## src/rtl/serial_frame_tx.sv

```systemverilog
`default_nettype none
// ============================================================================
//  Module  : serial_frame_tx
//  Brief   : Port-addressed serial frame transmitter. Sends start bit, 2-bit
//            port, CNT_W-bit count, then the payload MSB first on SerOut.
//  Revision: 1.0 - initial release
// ============================================================================
module serial_frame_tx #(
    parameter int CNT_W     = 5,
    parameter int PAYLOAD_W = (1 << CNT_W) - 1
) (
    input  logic                 clk,
    input  logic                 reset,
    input  logic                 clkEN,
    input  logic                 start,
    input  logic [1:0]           port_sel,
    input  logic [CNT_W-1:0]     len,
    input  logic [PAYLOAD_W-1:0] payload,
    output logic                 SerOut,
    output logic                 busy,
    output logic                 done
);

    localparam logic [2:0] c_S_IDLE  = 3'd0;
    localparam logic [2:0] c_S_START = 3'd1;
    localparam logic [2:0] c_S_PORT  = 3'd2;
    localparam logic [2:0] c_S_COUNT = 3'd3;
    localparam logic [2:0] c_S_DATA  = 3'd4;

    localparam logic [CNT_W-1:0] c_CNT_TOP = CNT_W'(CNT_W - 1);
    localparam logic [CNT_W-1:0] c_CNT_ONE = CNT_W'(1);

    logic [2:0]           r_state;
    logic [2:0]           w_state_nxt;
    logic                 r_ser;
    logic                 w_ser_nxt;
    logic                 r_busy;
    logic                 r_done;
    logic                 w_done_nxt;
    logic [CNT_W-1:0]     r_cnt;
    logic [CNT_W-1:0]     w_cnt_nxt;
    logic [CNT_W-1:0]     w_cnt_dec;
    logic [CNT_W-1:0]     w_len_dec;
    logic [CNT_W-1:0]     r_len_sh;
    logic [CNT_W-1:0]     w_len_sh_nxt;
    logic                 w_load;

    // Shadow copies keep the frame in flight independent of the live inputs.
    logic [1:0]           r_port;
    logic [CNT_W-1:0]     r_len;
    logic [PAYLOAD_W-1:0] r_payload;

    assign w_cnt_dec = r_cnt - c_CNT_ONE;
    assign w_len_dec = r_len - c_CNT_ONE;

    always_comb begin
        w_state_nxt  = r_state;
        w_ser_nxt    = r_ser;
        w_cnt_nxt    = r_cnt;
        w_len_sh_nxt = r_len_sh;
        w_load       = 1'b0;
        w_done_nxt   = 1'b0;
        if (clkEN) begin
            case (r_state)
                c_S_IDLE: begin
                    w_ser_nxt = 1'b1;
                    if (start) begin
                        w_load       = 1'b1;
                        w_ser_nxt    = 1'b0;
                        w_len_sh_nxt = len;
                        w_state_nxt  = c_S_START;
                    end
                end
                c_S_START: begin
                    w_ser_nxt   = r_port[1];
                    w_cnt_nxt   = c_CNT_ONE;
                    w_state_nxt = c_S_PORT;
                end
                c_S_PORT: begin
                    if (r_cnt != '0) begin
                        w_ser_nxt = r_port[0];
                        w_cnt_nxt = '0;
                    end else begin
                        w_ser_nxt    = r_len_sh[CNT_W-1];
                        w_len_sh_nxt = {r_len_sh[CNT_W-2:0], 1'b0};
                        w_cnt_nxt    = c_CNT_TOP;
                        w_state_nxt  = c_S_COUNT;
                    end
                end
                c_S_COUNT: begin
                    // r_cnt counts slots remaining after the one on the line.
                    if (r_cnt != '0) begin
                        w_ser_nxt    = r_len_sh[CNT_W-1];
                        w_len_sh_nxt = {r_len_sh[CNT_W-2:0], 1'b0};
                        w_cnt_nxt    = w_cnt_dec;
                    end else if (r_len != '0) begin
                        w_ser_nxt   = r_payload[w_len_dec];
                        w_cnt_nxt   = w_len_dec;
                        w_state_nxt = c_S_DATA;
                    end else begin
                        w_ser_nxt   = 1'b1;
                        w_done_nxt  = 1'b1;
                        w_state_nxt = c_S_IDLE;
                    end
                end
                c_S_DATA: begin
                    if (r_cnt != '0) begin
                        w_ser_nxt = r_payload[w_cnt_dec];
                        w_cnt_nxt = w_cnt_dec;
                    end else begin
                        w_ser_nxt   = 1'b1;
                        w_done_nxt  = 1'b1;
                        w_state_nxt = c_S_IDLE;
                    end
                end
                default: begin
                    w_ser_nxt   = 1'b1;
                    w_state_nxt = c_S_IDLE;
                end
            endcase
        end
    end

    always_ff @(posedge clk or posedge reset) begin
        if (reset) begin
            r_state   <= c_S_IDLE;
            r_ser     <= 1'b1;
            r_busy    <= 1'b0;
            r_done    <= 1'b0;
            r_cnt     <= '0;
            r_len_sh  <= '0;
            r_port    <= '0;
            r_len     <= '0;
            r_payload <= '0;
        end else begin
            r_state  <= w_state_nxt;
            r_ser    <= w_ser_nxt;
            r_busy   <= (w_state_nxt != c_S_IDLE);
            r_done   <= w_done_nxt;
            r_cnt    <= w_cnt_nxt;
            r_len_sh <= w_len_sh_nxt;
            if (w_load) begin
                r_port    <= port_sel;
                r_len     <= len;
                r_payload <= payload;
            end
        end
    end

    assign SerOut = r_ser;
    assign busy   = r_busy;
    assign done   = r_done;

endmodule
`default_nettype wire

```

## config.mk

```make
export PLATFORM = sky130hd
export DESIGN_NAME = serial_frame_tx
export DESIGN_NICKNAME = d
export VERILOG_FILES = /design/src/rtl/serial_frame_tx.sv
export SDC_FILE = /design/constraint.sdc
export NUM_CORES = 1
export LEC_CHECK = 0
export BUFFER_PORTS_ARGS = -buffer_cell sky130_fd_sc_hd__buf_2
export CAP_MARGIN = 20
export CELL_PAD_IN_SITES_DETAIL_PLACEMENT = 1
export CELL_PAD_IN_SITES_GLOBAL_PLACEMENT = 1
export CORE_MARGIN = 1.5
export CORE_UTILIZATION = 30
export DETAILED_ROUTE_END_ITERATION = 12
export GPL_TIMING_DRIVEN = 0
export PLACE_DENSITY = 0.65
export SYNTH_ARGS = -nofsm -noshare
export SYNTH_HDL_FRONTEND = slang
export SYNTH_SLANG_ARGS = --single-unit
export TNS_END_PERCENT = 30
```

## constraint.sdc

```tcl
create_clock -name clk -period 3.1 [get_ports clk]
set_clock_uncertainty 0.1 [all_clocks]
set_input_delay 0.155 -clock clk [delete_from_list [all_inputs] [get_ports clk]]
set_output_delay 0.155 -clock clk [all_outputs]
set_load 0.01 [all_outputs]
```

==> impl_metrics.toml <==
[synthesis]
synth.distinct_cells = 43
synth.top_cell.area_share_pct = 44.0
synth_area_leaders = "dfrtp_1 44%, mux2_2 14%, mux4_2 7.5%"
synth_largest_area_cell = "dfrtp_1"
yosys_warnings = 0
synth_nets = 309
ys_seq_elements = 54
synth.avg_cell_area_um2 = 11.4
ys_seq_area_share_pct = 44.9
syn_inst = 264
synth_area_um2 = 3020

[final_layout]
drive_gt1_share_pct = 32.5
final_core_util_pct = 40.2
final_cell_mix = "53 x dfrtp_1, 47 x buf_2, 38 x mux2_2, 38 x dlygate4sd3_1, 22 x nand2_1"
seqCellArea_um2 = 1350
diodes = 0
finalNetCount = 398
area_growth_pct = 30.3
mostFrequentLayoutCell = "dfrtp_1"
nFillCells = 1097
multiInputGateArea_um2 = 1570
final_cell_count_no_fill = 487

[clocking]
path_clk_slew_ns = 0.10
cts_tree = "done"
numCtsBuffers = 5
root_buffer = "clkbuf_8"
clock_path_buffers = 2
cts_sinks = 54
clk_latency_ns = 0.31
cts_setup_buffers = 0
cts_max_level = 2

[worst_setup_path]
reg2reg_from = "r_len[0]"
reg2reg_slack_ns = 0.23
crit_required_ns = 3.23
r2r_end = "SerOut"
criticalPathCategory = "reg2reg"
rr_worst_depth = 8
worstSetupEndpointType = "flop"
cp-start-kind = "flop"
cp-startpoint = "r_len[0]"
critPathArrivalTime_ns = 2.99
worstPathMaxFanout = 10

[placed_design]
dp_hpwl_mm = 5.45
portBuffers = 43
globalplace.congestion = 0.845
placedCellCount = 441

[worst_hold_path]
hold-path-endpoint = "r_len_sh[0]"
hold_path_class = "in2reg"
min_path_cells = 3
worstHoldStart = "len[0]"

[sta]
period_minus_slack_ns = 2.87
setup_tns_ns = 0
finalSetupViolations = 0
worst_pin_slew_ns = 0.833
slew_violations = 0
finalCritPeriodShare_pct = 92.5
max_slew_margin_pct = 43.7
max_freq_mhz = 349
rsz0062_at_grt = "false"
hold_violations = 0

[detailed_routing]
firstDrtPassIters = 4
drtIter0Drc = 49
vias_per_cell = 4.91
drc = 0
wire_per_inst_um = 15.4
routed_wl_mm = 7.52
detail-route-antenna-nets = 0
routed-via-count = 2391

[global_routing]
grt_pass1_vias = 2480
grt_max_degree = 34
grt_pass1_wl_mm = 12.7
antenna_found_initial = 0
grt.total_usage_pct = 15.4
globalRouteOverflowTotal = 0

[power_and_ir_drop]
power_leakage_nw = 1.70
vdd_drop_max_v = 0.000309
power.density_nw_per_um2 = 980
totalPowerFinal_mw = 3.85

[die]
dieWidth_um = 103
die_height_um = 103
ios = 45
initial_utilization_pct = 30.8
core_um2 = 9770
die_area_um2 = 10700
rows = 36

[status]
status = "finished, final reports clean"

[job]
drv_cap = 0
critical path: stages, from the launching register on:
cell and delay, ns:
dfrtp_1 0.42, buf_6 0.18, inv_1 0.11, ha_1 0.29, clkbuf_1 0.40, mux4_2 0.40
mux4_2 0.51, nor4_2 0.23, o311ai_1 0.13
Yosys cell counts (all sizes together):
cell type	n
xnor2	3
a21oi	11
o41ai	1
dfrtp	53
nor2	14
and3	1
nand3	3
mux2i	5
ha	3
a211oi	2
nor2b	1
a21o	2
a31oi	6
nand2b	4
a221oi	1
nor4b	2
nor4	1
a31o	1
inv	9
nor3b	3
o21ai	15
o2111ai	1
o311ai	1
a22oi	1
dfstp	1
nand4	3
or3	1
nor3	7
clkbuf	9
o22ai	3
and2	3
o211ai	3
or2	1
o22a	2
nand2	22
xor2	3
mux2	38
buf	10
mux4	14
where the power goes:
part / internal (mW) / switching, mW / total [mW] / leakage (nW)
clock: 0.205 / 0.231 / 0.436 / 0.0544
sequential: 1.04 / 0.238 / 1.28 / 0.653
combinational: 1.06 / 1.07 / 2.14 / 0.995
repair_timing:
| item | in CTS | in global routing |
|---|---|---|
| endpoints found under the hold margin | 60 | 0 |
| hold buffers | 38 | 0 |
| resized for setup | 0 | 7 |
| setup endpoints to repair | 0 | 11 |
cells by family after synthesis:
group / synth area share (%)
AO/OA/AOI/OAI: 10.4
XOR/XNOR: 1.74
adder cells (fa/ha/maj): 1.24
buffers and inverters: 3.94
flip-flops: 44.9
multiplexers: 26.8
AND/OR/NAND/NOR: 11.0
registers in the layout, indices dropped and copies added, names as in the netlist:
name and flops:
SerOut 1, busy 1, done 1, r_cnt 5, r_len 5, r_len_sh 5
r_payload 31, r_port 2, r_state 3
cell type report:
cell class                      instances  share of cell area (%)
Clock buffer                            7                    2.45
Timing Repair Buffer                   82                    15.7
Inverter                                9                   0.860
Multi-Input combinational cell        182                    39.9
Tap cell                              133                    4.24
Buffer                                 19                    2.26
Sequential cell                        54                    34.4
Clock inverter                          1                   0.223
per-stage QoR:
stage | setup slack [ns] | hold slack [ns] | instance area, µm²
floorplan | 0.611 | 0.205 | 3020
global placement | 0.135 | 0.288 | 3400
detailed placement | 0.103 | 0.115 | 3420
CTS | 0.0927 | 0.0363 | 3900
global route | 0.0425 | 0.0557 | 3930
finish | 0.233 | 0.0449 | 3930
layer usage:
metal | global-route usage, % | wire length, µm | vias to the layer above
li1 | - | - | 1144
met1 | 22.0 | 3700 | 1202
met2 | 24.7 | 3560 | 37
met3 | 2.49 | 176 | 8
met4 | 3.85 | 81 | 0
met5 | 0 | 0 | -
how the worst max path moves through the flow:
stage / endpoint / cells past startpoint
2_1_floorplan: busy / 11
3_3_place_gp: SerOut / 11
3_5_place_dp: SerOut / 11
4_1_cts: SerOut / 11
5_1_grt: busy / 10
6_report: SerOut / 8
No activity file was read; power rests on OpenSTA's default activity.
